[config.mk]
export PLATFORM = sky130hd
export DESIGN_NAME = serial_slave_drv_flat
export DESIGN_NICKNAME = d
export VERILOG_FILES = /design/src/rtl/serial_slave_drv_if.sv /design/src/rtl/serial_slave_drv.sv /design/src/flat_wrapper.sv
export SDC_FILE = /design/constraint.sdc
export NUM_CORES = 1
export LEC_CHECK = 0
export BUFFER_PORTS_ARGS = -buffer_cell sky130_fd_sc_hd__buf_2
export CAP_MARGIN = 20
export CORE_UTILIZATION = 56
export DETAILED_ROUTE_END_ITERATION = 8
export HOLD_SLACK_MARGIN = 0.15
export PLACE_DENSITY = 0.78
export SYNTH_ARGS = -nofsm -noshare
export SYNTH_HDL_FRONTEND = slang
export SYNTH_SLANG_ARGS = --single-unit
[constraint.sdc]
create_clock -name clk_i -period 4.3 [get_ports clk_i]
set_clock_uncertainty 0.2 [all_clocks]
set_input_delay 0.215 -clock clk_i [delete_from_list [all_inputs] [get_ports clk_i]]
set_output_delay 0.215 -clock clk_i [all_outputs]
set_load 0.02 [all_outputs]
[src/rtl/serial_slave_drv_if.sv]
// Signal bundle joining the slave driver to the deserializer, register file and serializer.
interface serial_slave_drv_if #(
    parameter int DATA_WIDTH = 32,
    parameter int ADDR_WIDTH = 16
);
    logic                  rx_valid_i;
    logic [DATA_WIDTH-1:0] rx_data_i;
    logic                  reg_wr_en_o;
    logic                  reg_rd_en_o;
    logic [ADDR_WIDTH-1:0] reg_addr_o;
    logic [DATA_WIDTH-1:0] reg_wr_data_o;
    logic                  reg_rd_vld_i;
    logic [DATA_WIDTH-1:0] reg_rd_data_i;
    logic                  tx_data_num_en_o;
    logic [5:0]            tx_data_num_o;
    logic                  tx_valid_o;
    logic [DATA_WIDTH-1:0] tx_data_o;
    logic                  tx_ack_i;
    logic                  busy_o;
    logic                  err_o;

    modport slave (
        input  rx_valid_i, rx_data_i, reg_rd_vld_i, reg_rd_data_i, tx_ack_i,
        output reg_wr_en_o, reg_rd_en_o, reg_addr_o, reg_wr_data_o,
               tx_data_num_en_o, tx_data_num_o, tx_valid_o, tx_data_o, busy_o, err_o
    );
    modport master (
        output rx_valid_i, rx_data_i, reg_rd_vld_i, reg_rd_data_i, tx_ack_i,
        input  reg_wr_en_o, reg_rd_en_o, reg_addr_o, reg_wr_data_o,
               tx_data_num_en_o, tx_data_num_o, tx_valid_o, tx_data_o, busy_o, err_o
    );
endinterface

[src/rtl/serial_slave_drv.sv]
// Serial slave: decodes header words into register write/read bursts and returns
// read data to the serializer as a counted packet.
module serial_slave_drv #(
    parameter int DATA_WIDTH    = 32,
    parameter int ADDR_WIDTH    = 16,
    parameter int SLAVE_SEL     = 0,
    parameter int TIMEOUT_COUNT = 4999
) (
    input logic               clk_i,
    input logic               rst_n_i,
    serial_slave_drv_if.slave bus
);
    typedef enum logic [2:0] {
        IDLE, WR_DATA, SKIP, RD_REQ, RD_WAIT, TX_HDR, TX_DATA, TX_WAIT
    } state_e;

    localparam int TW = $clog2(TIMEOUT_COUNT + 1);

    state_e                state_q, state_d;
    logic [5:0]            cnt_q, cnt_d, idx_q, idx_d;
    logic [5:0]            wr_ptr_q, wr_ptr_d, rd_ptr_q, rd_ptr_d;
    logic [ADDR_WIDTH-1:0] base_q, base_d, addr_q, addr_d;
    logic [DATA_WIDTH-1:0] wdata_q, wdata_d;
    logic                  wr_en_q, wr_en_d, rd_en_q, rd_en_d, err_q, err_d;
    logic [TW-1:0]         to_cnt_q, to_cnt_d;
    logic [DATA_WIDTH-1:0] rd_buf [32];

    logic [ADDR_WIDTH-1:0] hdr_addr, offs;
    logic                  hdr_sel, hdr_wr, store, rx_accept, unused_hdr;
    logic [5:0]            hdr_n;

    assign hdr_addr   = ADDR_WIDTH'(bus.rx_data_i[31:16]);
    assign hdr_sel    = bus.rx_data_i[8 + SLAVE_SEL];
    assign hdr_wr     = bus.rx_data_i[7];
    assign hdr_n      = {1'b0, bus.rx_data_i[4:0]} + 6'd1;
    assign unused_hdr = ^{bus.rx_data_i[15:8], bus.rx_data_i[6:5]};
    assign offs       = ADDR_WIDTH'({idx_q, 2'b00});
    // Responses beyond the requested count, or outside a read, never touch the buffer
    assign store      = bus.reg_rd_vld_i && (state_q == RD_REQ || state_q == RD_WAIT)
                        && (wr_ptr_q < cnt_q);

    always_comb begin
        state_d   = state_q;
        cnt_d     = cnt_q;
        idx_d     = idx_q;
        wr_ptr_d  = store ? wr_ptr_q + 6'd1 : wr_ptr_q;
        rd_ptr_d  = rd_ptr_q;
        base_d    = base_q;
        addr_d    = addr_q;
        wdata_d   = wdata_q;
        wr_en_d   = 1'b0;
        rd_en_d   = 1'b0;
        err_d     = 1'b0;
        rx_accept = 1'b0;
        to_cnt_d  = to_cnt_q + TW'(1);
        case (state_q)
            IDLE: if (bus.rx_valid_i) begin
                base_d = hdr_addr;
                cnt_d  = hdr_n;
                idx_d  = '0;
                if (!hdr_sel) begin
                    if (hdr_wr) state_d = SKIP;
                end else if (hdr_wr) begin
                    state_d = WR_DATA;
                end else begin
                    state_d  = RD_REQ;
                    wr_ptr_d = '0;
                    rd_ptr_d = '0;
                end
            end
            WR_DATA, SKIP: if (bus.rx_valid_i) begin
                rx_accept = 1'b1;
                idx_d     = idx_q + 6'd1;
                if (state_q == WR_DATA) begin
                    wr_en_d = 1'b1;
                    addr_d  = base_q + offs;
                    wdata_d = bus.rx_data_i;
                end
                if (idx_q + 6'd1 == cnt_q) state_d = IDLE;
            end
            RD_REQ: begin
                rd_en_d = 1'b1;
                addr_d  = base_q + offs;
                idx_d   = idx_q + 6'd1;
                if (idx_q + 6'd1 == cnt_q) state_d = RD_WAIT;
            end
            RD_WAIT: if (wr_ptr_q == cnt_q) state_d = TX_HDR;
            TX_HDR:  state_d = TX_DATA;
            TX_DATA: begin
                rd_ptr_d = rd_ptr_q + 6'd1;
                if (rd_ptr_q + 6'd1 == cnt_q) state_d = TX_WAIT;
            end
            TX_WAIT: if (bus.tx_ack_i) state_d = IDLE;
            default: state_d = IDLE;
        endcase
        // Words arriving while a read is in flight are dropped and flagged
        if (bus.rx_valid_i && state_q != IDLE && state_q != WR_DATA && state_q != SKIP)
            err_d = 1'b1;
        if (state_q == IDLE || state_d != state_q || rx_accept) begin
            to_cnt_d = '0;
        end else if (to_cnt_q == TW'(TIMEOUT_COUNT - 1)) begin
            state_d  = IDLE;
            err_d    = 1'b1;
            wr_en_d  = 1'b0;
            rd_en_d  = 1'b0;
            idx_d    = '0;
            wr_ptr_d = '0;
            rd_ptr_d = '0;
            to_cnt_d = '0;
        end
    end

    always_ff @(posedge clk_i or negedge rst_n_i) begin
        if (!rst_n_i) begin
            state_q  <= IDLE;
            cnt_q    <= '0;
            idx_q    <= '0;
            wr_ptr_q <= '0;
            rd_ptr_q <= '0;
            base_q   <= '0;
            addr_q   <= '0;
            wdata_q  <= '0;
            wr_en_q  <= 1'b0;
            rd_en_q  <= 1'b0;
            err_q    <= 1'b0;
            to_cnt_q <= '0;
        end else begin
            state_q  <= state_d;
            cnt_q    <= cnt_d;
            idx_q    <= idx_d;
            wr_ptr_q <= wr_ptr_d;
            rd_ptr_q <= rd_ptr_d;
            base_q   <= base_d;
            addr_q   <= addr_d;
            wdata_q  <= wdata_d;
            wr_en_q  <= wr_en_d;
            rd_en_q  <= rd_en_d;
            err_q    <= err_d;
            to_cnt_q <= to_cnt_d;
        end
    end

    // Data storage only; validity is tracked by the pointers, so no reset is needed
    always_ff @(posedge clk_i) begin
        if (store) rd_buf[wr_ptr_q[4:0]] <= bus.reg_rd_data_i;
    end

    assign bus.reg_wr_en_o      = wr_en_q;
    assign bus.reg_rd_en_o      = rd_en_q;
    assign bus.reg_addr_o       = addr_q;
    assign bus.reg_wr_data_o    = wdata_q;
    assign bus.tx_data_num_en_o = (state_q == TX_HDR);
    assign bus.tx_data_num_o    = (state_q == TX_HDR) ? cnt_q : '0;
    assign bus.tx_valid_o       = (state_q == TX_DATA);
    assign bus.tx_data_o        = (state_q == TX_DATA) ? rd_buf[rd_ptr_q[4:0]] : '0;
    assign bus.busy_o           = (state_q != IDLE);
    assign bus.err_o            = err_q;
endmodule

[src/flat_wrapper.sv]
// flat-port wrapper written by rule: the top's interface ports become plain ports
module serial_slave_drv_flat 
#(
    parameter int DATA_WIDTH    = 32,
    parameter int ADDR_WIDTH    = 16,
    parameter int SLAVE_SEL     = 0,
    parameter int TIMEOUT_COUNT = 4999
)
  (clk_i, rst_n_i, bus_rx_valid_i, bus_rx_data_i, bus_reg_rd_vld_i, bus_reg_rd_data_i, bus_tx_ack_i, bus_reg_wr_en_o, bus_reg_rd_en_o, bus_reg_addr_o, bus_reg_wr_data_o, bus_tx_data_num_en_o, bus_tx_data_num_o, bus_tx_valid_o, bus_tx_data_o, bus_busy_o, bus_err_o);
  serial_slave_drv_if #(.DATA_WIDTH(DATA_WIDTH), .ADDR_WIDTH(ADDR_WIDTH)) bus_i ();
  input logic clk_i;
  input logic rst_n_i;
  input wire logic [$bits(bus_i.rx_valid_i)-1:0] bus_rx_valid_i;
  input wire logic [$bits(bus_i.rx_data_i)-1:0] bus_rx_data_i;
  input wire logic [$bits(bus_i.reg_rd_vld_i)-1:0] bus_reg_rd_vld_i;
  input wire logic [$bits(bus_i.reg_rd_data_i)-1:0] bus_reg_rd_data_i;
  input wire logic [$bits(bus_i.tx_ack_i)-1:0] bus_tx_ack_i;
  output wire logic [$bits(bus_i.reg_wr_en_o)-1:0] bus_reg_wr_en_o;
  output wire logic [$bits(bus_i.reg_rd_en_o)-1:0] bus_reg_rd_en_o;
  output wire logic [$bits(bus_i.reg_addr_o)-1:0] bus_reg_addr_o;
  output wire logic [$bits(bus_i.reg_wr_data_o)-1:0] bus_reg_wr_data_o;
  output wire logic [$bits(bus_i.tx_data_num_en_o)-1:0] bus_tx_data_num_en_o;
  output wire logic [$bits(bus_i.tx_data_num_o)-1:0] bus_tx_data_num_o;
  output wire logic [$bits(bus_i.tx_valid_o)-1:0] bus_tx_valid_o;
  output wire logic [$bits(bus_i.tx_data_o)-1:0] bus_tx_data_o;
  output wire logic [$bits(bus_i.busy_o)-1:0] bus_busy_o;
  output wire logic [$bits(bus_i.err_o)-1:0] bus_err_o;
  assign bus_i.rx_valid_i = bus_rx_valid_i;
  assign bus_i.rx_data_i = bus_rx_data_i;
  assign bus_i.reg_rd_vld_i = bus_reg_rd_vld_i;
  assign bus_i.reg_rd_data_i = bus_reg_rd_data_i;
  assign bus_i.tx_ack_i = bus_tx_ack_i;
  assign bus_reg_wr_en_o = bus_i.reg_wr_en_o;
  assign bus_reg_rd_en_o = bus_i.reg_rd_en_o;
  assign bus_reg_addr_o = bus_i.reg_addr_o;
  assign bus_reg_wr_data_o = bus_i.reg_wr_data_o;
  assign bus_tx_data_num_en_o = bus_i.tx_data_num_en_o;
  assign bus_tx_data_num_o = bus_i.tx_data_num_o;
  assign bus_tx_valid_o = bus_i.tx_valid_o;
  assign bus_tx_data_o = bus_i.tx_data_o;
  assign bus_busy_o = bus_i.busy_o;
  assign bus_err_o = bus_i.err_o;
  serial_slave_drv #(.DATA_WIDTH(DATA_WIDTH), .ADDR_WIDTH(ADDR_WIDTH), .SLAVE_SEL(SLAVE_SEL), .TIMEOUT_COUNT(TIMEOUT_COUNT)) u_core (.clk_i(clk_i), .rst_n_i(rst_n_i), .bus(bus_i));
endmodule
======== Yosys cells after proc, flatten, opt, wreduce, memory -nomap -nowiden ========
Memory sizes are Yosys's and may differ from the RTL's.
Index checks and enable logic that the tools add are counted.
cells by class
  $add $sub $neg .......................... 6
  magnitude comparators ................... 1
  equal/unequal tests ..................... 16
  muxes and demuxes ....................... 53
  reduce and logical (&&, ||, !) cells .... 15
operators by type and width
  kind                   number
  $mux 6                 17
  $mux 3                 11
  $mux 16                2
  $mux 32                1
  $pmux 16 s2            1
  $mux 13                2
  $pmux 3 s7             1
  $add 6x1->6 const B    3
  $eq 6x6->1             3
  $pmux 6 s3             1
  $add 16x8->16          1
  $mux 1                 15
  $add 13x1->13 const B  1
  $eq 13x13->1 const B   1
  $eq 3x3->1 const B     4
  $pmux 6 s2             1
  $add 5x1->6 const B    1
  $eq 3x2->1 const B     2
  $lt 6x6->1             1
  $reduce_and 3->1       2
  $logic_and 1x1->1      5
  $eq 3x1->1 const B     1
  $logic_not 3->1        1
  $logic_or 1x1->1       3
  10 further kinds       10
storage, ports and cells
  bits in registers ....................... 107
  bits in writable memories ............... 1024
  input bits .............................. 69
  output and inout port bits .............. 92
  logic and storage cells ................. 104
  memories kept ........................... 1
memories
  memory         depth  width  rd ports  clocked after memory_dff  write ports  line                    text
  u_core.rd_buf  32     32     1         0                         1            serial_slave_drv.sv:26  logic [DATA_WIDTH-1:0] rd_buf [32];

======== Logic depth before layout (Yosys ltp) ========
Gate-level depths: netlist of the first run.
  depth after elaboration ................. 11
  gate-level depth with buffers ........... 10
  gate-level depth less buffers ........... 10

======== Worst setup path before layout of the first run ========
OpenSTA, ideal clock, no wires.
  path kind ............................... reg2reg
  start point ............................. reg u_core.cnt_q[3]
  end point ............................... mem u_core.rd_buf[29][0], enable pin
  library setup time ...................... 421 ps
  arrival ................................. 3506 ps
  data required time ...................... 3679 ps
  slack ................................... 173 ps
  stages on the path, launching flop included .. 8
  path buffers ............................ 0
  clock period less this slack ............ 4127 ps
  cells stage by stage .................... dfrtp_1 inv_1 ha_1 a21o_1 a21o_1 a2111oi_2 nand2_1 nor2_1
on the way
  longest elaborated chain between the ends .. 4
RTL lines
  item                          line                     text
  start: declaration            serial_slave_drv.sv:20   logic [5:0] cnt_q, cnt_d, idx_q, idx_d;
  start signal: assignment      serial_slave_drv.sv:129  cnt_q <= cnt_d;
  $lt 6x6->1                    serial_slave_drv.sv:40   && (wr_ptr_q < cnt_q);
  $logic_and 1x1->1             serial_slave_drv.sv:40
  $mux 1                        serial_slave_drv.sv:145  if (store) rd_buf[wr_ptr_q[4:0]] <= bus.reg_rd_data_i;
  $mux 1 (not written as such)  serial_slave_drv.sv:145
  end: declaration              serial_slave_drv.sv:26
Every way passes these cells.

======== Worst setup path after layout of the first run ========
  start point ............................. reg u_core.rd_ptr_q[0]
  end point ............................... out bus_tx_data_o[9]
on the way
  longest elaborated chain between the ends .. 2
RTL lines
  item                      line                     text
  start: declaration        serial_slave_drv.sv:21   logic [5:0] wr_ptr_q, wr_ptr_d, rd_ptr_q, rd_ptr_d;
  start signal: assignment  serial_slave_drv.sv:132  rd_ptr_q <= rd_ptr_d;
  $mem_v2 32x32             -
  $mux 32                   serial_slave_drv.sv:155  assign bus.tx_data_o = (state_q == TX_DATA) ? rd_buf[rd_ptr_q[4:0]] : '0;
  end: declaration          flat_wrapper.sv:25       output wire logic [$bits(bus_i.tx_data_o)-1:0] bus_tx_data_o;
Every way passes these cells.

==> results of run 1 <==
per-layer routing:
metal  wire (um)  part of all wire  vias up  track usage
met3       10300             0.094      228       0.0490
met4        3580             0.033        2       0.0938
li1            -                 -     9375            -
met2       53900              0.49     1542        0.450
met1       41400              0.38    12300        0.380
met5          10          0.000092        -            0
registers in the layout, summed over array words and instances, names as in the netlist, 13 cells and up:
signal                    flops
u_core.base_q                16
u_core.bus.reg_wr_data_o     32
u_core.rd_buf              1024
u_core.to_cnt_q              13
u_core.bus.reg_addr_o        16
tightest hold or removal path: cells and delay by family:
family	cells	cell delay (ns)
buf+inv	2	0.67
mux	1	0.15
layout make-up:
cell class,count,area [um2]
Clock inverter,61,682
Tap cell,1040,1300
Multi-Input combinational cell,864,10800
Inverter,20,75.1
Timing Repair Buffer,350,2800
Sequential cell,1131,33400
Clock buffer,132,2770
Antenna cell,1,2.50
Fill cell,4736,26100
per-stage QoR:
| stage | worst slack, ns | util | instances | cell area (um2) | hold slack [ns] |
|---|---|---|---|---|---|
| 6_report | 0.156 | 0.665 | 3599 | 51800 | 0.196 |
| 5_1_grt | 0.0247 | 0.665 | 3599 | 51800 | 0.205 |
| 4_1_cts | 0.0696 | 0.665 | 3598 | 51800 | 0.151 |
| 3_5_place_dp | 0.601 | 0.607 | 3304 | 47400 | 0.204 |
| 3_3_place_gp | 0.657 | 0.607 | 3304 | 47400 | 0.190 |
| 2_1_floorplan | 0.173 | - | 2121 | 44400 | -0.281 |
power groups by stage:
stage,sequential [mW],clock [mW],combinational (mW)
6_report,13.2,9.35,8.77
2_1_floorplan,13.3,0,5.97
5_1_grt,13.3,9.86,9.29
4_1_cts,13.2,9.45,8.84
3_3_place_gp,13.4,0,8.46
3_5_place_dp,13.4,0,8.59
cells in the mapped netlist, types with 5 or more instances:
cell	n	area [um2]
edfxtp_1	1024	30700
mux4_2	314	7070
nor2_1	121	454
nand2_1	110	413
dfrtp_1	107	2680
clkbuf_1	65	244
mux2i_1	40	400
mux2_2	33	372
o21ai_0	33	165
a21oi_1	24	120
ha_1	22	275
xnor2_1	22	193
buf_1	21	78.8
inv_1	20	75.1
nand3_1	19	95.1
buf_2	18	90.1
xor2_1	18	158
nor3_1	14	70.1
and2_1	9	56.3
nand2b_1	8	50.1
and3_1	5	31.3
nand4_1	5	31.3
or3_1	5	31.3
placed cells by master, fill, tap and decap left out, types with 4 or more instances in the layout:
master            n
clkinv_1         13
or2_2             4
xor2_1           18
nor2_1           89
o21ai_0          32
a21oi_1          24
nor3_1           12
clkinvlp_4        7
and3_1            5
o221ai_1          4
or3b_2            4
dlygate4sd3_1   100
clkbuf_16       106
dfrtp_4           4
a21o_1            4
dfrtp_1         102
buf_2           159
ha_1             22
buf_4            66
clkinv_2         20
nand3_1          18
clkinv_8          4
buf_12           24
nand2_1         110
inv_1            20
mux4_2          314
mux2i_1          40
clkbuf_1         24
xnor2_1          22
and2_1            9
nand4_1           5
nor2_4           32
nand2b_1          8
or3_1             5
edfxtp_1       1024
bufinv_16        11
o22ai_1           4
mux2_2           33
repair_timing:
item,in CTS,in global routing
hold buffers,101,0
setup endpoints to repair,0,0
endpoints found under the hold margin,1188,0
logic make-up after synthesis:
logic type,synth area share
buffers and inverters,0.0114
adders and majority gates,0.00665
AOI/OAI and AO/OA,0.0140
and+or+nand+nor,0.0313
muxes,0.177
DFF,0.752
xor gates and xnor gates,0.00788
worst paths after layout:
| path | from | depth (start not counted) | to | slack (ns) |
|---|---|---|---|---|
| max reg2reg | u_core.cnt_q[3]$_DFFE_PN0P_ | 9 | u_core.rd_buf[28][31]$_DFFE_PP_ | 0.53 |
| min | bus_rx_data_i[0] | 3 | u_core.bus.reg_wr_data_o[0]$_DFFE_PN0P_ | 0.20 |
| max in group asynchronous | rst_n_i | 4 | u_core.bus.reg_wr_data_o[11]$_DFFE_PN0P_ | 3.00 |
| min in group asynchronous | rst_n_i | 4 | u_core.rd_ptr_q[3]$_DFF_PN0_ | 0.50 |
| min reg2reg | u_core.bus.reg_addr_o[7]$_DFFE_PN0P_ | 2 | u_core.bus.reg_addr_o[7]$_DFFE_PN0P_ | 0.28 |
| max | u_core.rd_ptr_q[0]$_DFF_PN0_ | 6 | bus_tx_data_o[9] | 0.16 |
==> results.ini, run 1 <==
[timing]
report.final.slew_viol_count = 0
finalSetupViolations = 0
slew_headroom = 0.412
finalHoldViolCount = 0
finalSetupTns_ns = 0
worst_pin_slew_ns = 0.879
clock.fmax_ghz = 0.241
layout_worst_path_cycle_share = 0.964
grt_setup_unrepaired = false
period_needed_ns = 4.14

[place]
hpwl_um = 59500
globalplace.congestion = 0.870
place.port_buffers = 160

[floorplan]
num_rows = 102
die_h_um = 284
io_pins = 161
coreArea_um2 = 78000
initial_core_util = 0.570
die_w_um = 284
die_area_um2 = 80500

[synthesis]
synth_cell_type_count = 58
syn_area_per_cell_um2 = 21.0
async_flop_share = 0.0946
synth-seq-cells = 1131
syn_inst = 2121
yosys_warnings = 0
netlist_area_um2 = 44400
synth_ff_type = edfxtp_1
ys_seq_area_frac = 0.752
synthesis.nets = 2213
synth_edf_count = 1024

[critical_path]
required_ns = 3.88
worstSetupPathType = reg -> out
cp_slowest_cell = dfrtp_4
worst_setup_path_start_kind = register
critPathCaptureType = output pin
cp.arrival_ns = 3.73
worstPathMaxFanout = 44
crit_path_max_incr_delay_ns = 0.80
cp.buffers_inverters = 2
path_cells = buf_12 > mux4_2 > mux4_2 > mux2i_1 > nor2_1 > buf_2
worst_path_most_repeated_cell = mux4_2
cpLargestDelayFamily = multiplexers

[route]
dr.first_iter.drc_count = 2968
dr.pass1.iters = 8
drc_errors = 0
drt-total-wl_um = 109000
viasPerCell = 6.51
ant_nets = 0
vias = 23400
wire_per_inst_um = 30.3

[clock_tree]
cts.htree.levels = 3
cts_buffer_depth = 3
cts_buffers = 106
cts_root_buffer = clkbuf_16
ctsResizeCount = 0
clock-sinks = 1131
clkTransAtPathRegs_ns = 0.06
post-cts-setup-buffers = 0
clock_latency_ns = 0.67
cts_tree = done

[power_and_ir_drop]
powerDensity_nw_per_um2 = 605
p_comb_frac = 0.279
leakage_nw = 17.3
p_total_mw = 31.4
ir_worst_vdd_v = 0.000388
clkPwrFrac = 0.298
p_switching_mw = 9.32
switching_share = 0.297
p_int_mw = 22.1
power_frac_seq = 0.422

[finish]
area_growth_pct = 16.7
nets = 2565
drive_gt1_frac = 0.315

[global_routing]
grt_max_degree = 85
grt.total_usage = 0.276
antenna_found_initial = 2
grt_pass1_wl_um = 161000
grt_pass1_vias = 24300
grt_overflow = 0

[worst_hold_path]
hp-class = in -> reg

[outcome]
status = finished, final reports clean

[job]
drv_cap = 0

(Power assumes the default switching activity.)
==> inputs of run 2 (changes only) <==
CELL_PAD_IN_SITES_DETAIL_PLACEMENT = 0   (was default)
CELL_PAD_IN_SITES_GLOBAL_PLACEMENT = 1   (was default)
CORE_MARGIN = 3   (was default)
CORE_UTILIZATION = 49   (was 56)
PLACE_DENSITY = 0.77   (was 0.78)
==> run 2 against run 1 <==
  * Power is 1.8% lower
  * Register-to-register slack gained 0.21 ns
  * Highest routed layer unchanged
  * Maximum frequency up 2.0%
  * Largest cell class unchanged
  * Core utilization decreased by 8.4 points
  * Critical path type unchanged
==> results.ini, run 2 (synthesized netlist as in run 1, its figures left out) <==
[critical_path]
crit_path_max_incr_delay_ns = 0.64
cp_slowest_cell = dfrtp_4
required_ns = 3.88
worstPathMaxFanout = 48
worst_setup_path_start_kind = register
path_cells = buf_12 > mux4_2 > mux4_2 > mux2i_1 > nor2_1 > buf_2
worstSetupPathType = reg -> out
cp.buffers_inverters = 2
cp.arrival_ns = 3.65
critPathCaptureType = output pin
worst_path_most_repeated_cell = mux4_2
cpLargestDelayFamily = multiplexers

[clock_tree]
cts_buffers = 110
cts_buffer_depth = 3
cts_root_buffer = clkbuf_16
post-cts-setup-buffers = 0
ctsResizeCount = 0
clock_latency_ns = 0.66
cts.htree.levels = 3
cts_hold_buf = 99
cts_tree = done
clock-sinks = 1131
clkTransAtPathRegs_ns = 0.06

[timing]
slew_headroom = 0.305
layout_worst_path_cycle_share = 0.945
worst_pin_slew_ns = 1.04
report.final.slew_viol_count = 0
finalHoldViolCount = 0
period_needed_ns = 4.06
finalSetupTns_ns = 0
finalSetupViolations = 0
clock.fmax_ghz = 0.246
grt_setup_unrepaired = false

[finish]
final_common_cell = edfxtp_1
stdcell_area_um2 = 51800
nets = 2568
antenna_cells = 0
largest_register_ffs = 1024
drive_gt1_frac = 0.312
final_cell_mix = 1024 x edfxtp_1, 314 x mux4_2, 159 x buf_2, 112 x clkbuf_16, 110 x nand2_1
area_growth_pct = 16.7

[floorplan]
die_area_um2 = 94300
io_pins = 161
coreArea_um2 = 89200
die_w_um = 307
num_rows = 109
die_h_um = 307
initial_core_util = 0.498

[global_routing]
grt_max_degree = 81
grt_overflow = 0
grt.total_usage = 0.229
antenna_found_initial = 4
grt_pass1_vias = 23000
grt_pass1_wl_um = 157000

[power_and_ir_drop]
p_switching_mw = 8.98
leakage_nw = 17.2
clkPwrFrac = 0.293
powerDensity_nw_per_um2 = 594
p_int_mw = 21.8
ir_worst_vdd_v = 0.000381
power_frac_seq = 0.430
p_comb_frac = 0.277
switching_share = 0.292

[route]
vias = 22700
dr.first_iter.drc_count = 2730
viasPerCell = 6.08
ant_nets = 0
drt-total-wl_um = 107000
wire_per_inst_um = 28.6
drc_errors = 0
dr.pass1.iters = 5

[outcome]
status = finished, final reports clean

[place]
hpwl_um = 59700
globalplace.congestion = 0.806
place.port_buffers = 160
place_area_um2 = 47500

[job]
drv_cap = 0

[worst_hold_path]
hp-class = in -> reg

run 2: changes by cell type in the layout (fill, tap and decap cells not counted), sizes merged:
cell         delta
buf             +1
bufinv          -6
clkbuf          +4
clkinv         +11
clkinvlp        -5
diode           -1
dlygate4sd3     -2
inv             +2
run 2: worst paths after layout:
path / slack (ns) / depth (start not counted) / end / from
min reg2reg: 0.28 / 2 / u_core.base_q[7]$_DFFE_PN0P_ / u_core.base_q[7]$_DFFE_PN0P_
max reg2reg: 0.74 / 9 / u_core.rd_buf[25][3]$_DFFE_PP_ / u_core.cnt_q[3]$_DFFE_PN0P_
min: 0.19 / 3 / u_core.bus.reg_wr_data_o[21]$_DFFE_PN0P_ / bus_rx_data_i[21]
max: 0.24 / 6 / bus_tx_data_o[13] / u_core.rd_ptr_q[0]$_DFF_PN0_
max in group asynchronous: 3.01 / 4 / u_core.base_q[2]$_DFFE_PN0P_ / rst_n_i
min in group asynchronous: 0.52 / 4 / u_core.to_cnt_q[6]$_DFF_PN0_ / rst_n_i
run 2: per-layer routing:
| metal | up-vias | track usage | share of wire |
|---|---|---|---|
| li1 | 9404 | - | - |
| met1 | 12000 | 0.333 | 0.41 |
| met2 | 1073 | 0.356 | 0.48 |
| met3 | 186 | 0.0516 | 0.087 |
| met4 | 6 | 0.0605 | 0.026 |
| met5 | - | 0 | 0.00032 |
run 2: cell type report:
class	instances	area (um2)
Clock buffer	136	2890
Clock inverter	63	477
Fill cell	6452	37400
Inverter	20	75.1
Multi-Input combinational cell	864	10800
Sequential cell	1131	33400
Tap cell	1165	1460
Timing Repair Buffer	349	2740
run 2: stage by stage:
step                      hold WS [ns]  std cells  total power, mW  utilization  worst slack (ns)
after floorplan                 -0.281       2121             19.3            -             0.173
after global routing             0.177       3728             32.1        0.581            0.0775
after detailed placement         0.236       3430             22.0        0.532             0.772
after global placement           0.227       3430             21.9        0.532             0.776
after CTS                        0.155       3728             31.1        0.581             0.156
final                            0.194       3728             30.8        0.581             0.236
run 2: power by group through the flow:
stage	sequential [mW]	combinational, mW	clock (mW)
6_report	13.2	8.53	9.03
5_1_grt	13.3	9.17	9.64
4_1_cts	13.2	8.65	9.20
3_5_place_dp	13.5	8.54	0
3_3_place_gp	13.4	8.46	0
2_1_floorplan	13.3	5.97	0
run 2: worst reg2reg max path, delay by kind of cell (launching register included):
kind | cells | cell delay [ns]
buf+inv | 3 | 0.80
flops | 1 | 0.42
compound gates | 3 | 0.74
simple gates | 2 | 0.71
fa+ha+maj | 1 | 0.31
==> inputs of run 3 (changes only) <==
RECOVER_POWER = 100   (was default)
SKIP_LAST_GASP = 1   (was default)
==> run 3 against run 2 <==
  * The flow now finishes with violations (max-capacitance violations, max-slew violations)
  * Critical endpoint is now bus_tx_data_o[1]
  * Sequential power is essentially flat
  * Core utilization shrank 0.52 points
  * Cell count is essentially flat
  * Critical path type unchanged
  * Worst setup slack lost 0.073 ns
  * Register-to-register slack lost 0.55 ns
  * Critical path depth is the same
  * First-iteration DRC count grew 1.8%
==> results.ini, run 3 (synthesized netlist as in run 1, its figures left out) <==
[timing]
slew_headroom = -0.281
period_needed_ns = 4.14
clock.fmax_ghz = 0.242
finalHoldViolCount = 0
report.final.slew_viol_count = 143
finalSetupViolations = 0
finalSetupTns_ns = 0
setup_slack_ns = 0.162
layout_worst_path_cycle_share = 0.962
grt_setup_unrepaired = false
worst_pin_slew_ns = 1.92

[worst_hold_path]
min_path_cells = 3
hp-class = in -> reg
hold_end = u_core.bus.reg_wr_data_o[21]$_DFFE_PN0P_
hold_start = bus_rx_data_i[21]

[critical_path]
worstPathMaxFanout = 13
required_ns = 3.88
worst_setup_path_start_kind = register
cp_slowest_cell = dfrtp_4
critPathCaptureType = output pin
r2r-start = u_core.cnt_q[3]$_DFFE_PN0P_
path_cells = clkbuf_2 > mux4_2 > mux4_2 > mux2i_1 > nor2_1 > clkbuf_2
crit_path_max_incr_delay_ns = 0.64
r2r-end = u_core.rd_buf[4][4]$_DFFE_PP_
cp.arrival_ns = 3.72
cpLargestDelayFamily = multiplexers
ff2ff_setup_slack_ns = 0.19
cp.buffers_inverters = 2
worstRegToRegCells = 10
worstSetupPathType = reg -> out

[route]
drt-met1-wl_um = 42500
wire_per_inst_um = 28.6
wl_met2_um = 51000
met3RoutedLength_um = 10100
dr.pass1.iters = 5
viasPerCell = 6.08
dr.first_iter.drc_count = 2780
vias = 22700
ant_nets = 0
drc_errors = 0
routed.top_layer = met5
drt-total-wl_um = 107000

[clock_tree]
post-cts-setup-buffers = 0
clkTransAtPathRegs_ns = 0.06
cts.htree.levels = 3
clock_latency_ns = 0.67
cts_buffers = 110
clock-sinks = 1131
cts_buffer_depth = 3
cts_root_buffer = clkbuf_16
cts_tree = done

[finish]
final_cell_mix = 1024 x edfxtp_1, 314 x mux4_2, 138 x clkbuf_1, 112 x clkbuf_16, 111 x nand2_1
nets = 2568
seq_area_um2 = 33400
multi_input_area_um2 = 10600
drive_gt1_frac = 0.261
n_fill_cell = 6566
largest_register_ffs = 1024
final_common_cell = edfxtp_1
area_growth_pct = 15.6

[place]
hpwl_um = 59700
place.port_buffers = 160
globalplace.congestion = 0.806
place_ws_ns = 0.772

[floorplan]
initial_core_util = 0.498
num_rows = 109
die_w_um = 307
die_h_um = 307
die_area_um2 = 94300
io_pins = 161
coreArea_um2 = 89200

[outcome]
violations = max-capacitance violations, max-slew violations
status = complete, but fails checks

[power_and_ir_drop]
p_switching_mw = 8.96
p_comb_frac = 0.274
p_int_mw = 21.7
clkPwrFrac = 0.294
leakage_nw = 16.8
ir_worst_vdd_v = 0.000381
switching_share = 0.292
power_frac_seq = 0.432
powerDensity_nw_per_um2 = 597

[global_routing]
grt_pass1_vias = 23000
grt_overflow = 0
grt_max_degree = 81
grt.total_usage = 0.229
antenna_found_initial = 4
grt_pass1_wl_um = 157000

[job]
drv_cap = 3

-- run 3: worst max path at each step --
| stage | cells past startpoint | startpoint | slack [ns] | end |
|---|---|---|---|---|
| finish | 6 | u_core.rd_ptr_q[0]$_DFF_PN0_ | 0.16 | bus_tx_data_o[1] |
| global route | 10 | u_core.cnt_q[3]$_DFFE_PN0P_ | 0.04 | u_core.rd_buf[4][2]$_DFFE_PP_ |
| CTS | 6 | u_core.rd_ptr_q[0]$_DFF_PN0_ | 0.16 | bus_tx_data_o[13] |
| detailed placement | 9 | u_core.cnt_q[3]$_DFFE_PN0P_ | 0.77 | u_core.rd_buf[25][30]$_DFFE_PP_ |
| global placement | 9 | u_core.cnt_q[3]$_DFFE_PN0P_ | 0.78 | u_core.rd_buf[25][30]$_DFFE_PP_ |
| floorplan | 7 | u_core.cnt_q[3]$_DFFE_PN0P_ | 0.17 | u_core.rd_buf[29][0]$_DFFE_PP_ |
-- run 3: tightest hold or removal path, delay by kind of cell --
family / cells / cell delay (ns)
buf+inv: 2 / 0.65
mux: 1 / 0.15
-- run 3: power by group through the flow --
stage	sequential, mW	combinational, mW	clock, mW
final	13.2	8.40	9.03
after CTS	13.2	8.65	9.20
after floorplan	13.3	5.97	0
after global routing	13.3	9.03	9.64
after global placement	13.4	8.46	0
after detailed placement	13.5	8.54	0
-- run 3: cell type report --
| class | instances | share of cell area |
|---|---|---|
| diodes | 1 | 0.0000487 |
| clock buffers | 136 | 0.0563 |
| clock inverters | 63 | 0.00928 |
| inverters | 20 | 0.00146 |
| multi-input cells | 864 | 0.207 |
| flip-flops and latches | 1131 | 0.651 |
| well taps | 1165 | 0.0284 |
| repair buffers | 349 | 0.0466 |
-- run 3: through the flow --
stage	power [mW]	area, um2	hold slack [ns]	utilization	cells
floorplan	19.3	44400	-0.281	-	2121
global placement	21.9	47500	0.227	0.532	3430
detailed placement	22.0	47500	0.236	0.532	3430
CTS	31.1	51800	0.155	0.581	3728
global route	32.0	51400	0.177	0.576	3728
finish	30.7	51400	0.195	0.576	3729
-- run 3: layer usage --
metal	up-vias	global-route usage
met2	1143	0.356
li1	9399	-
met3	191	0.0516
met5	-	0
met4	6	0.0605
met1	11900	0.333
-- run 3: repair_timing --
action / 4_1_cts / 5_1_grt
hold buffers: 99 / 0
hold endpoints to repair: 1191 / 0
gates resized for setup: 0 / 0
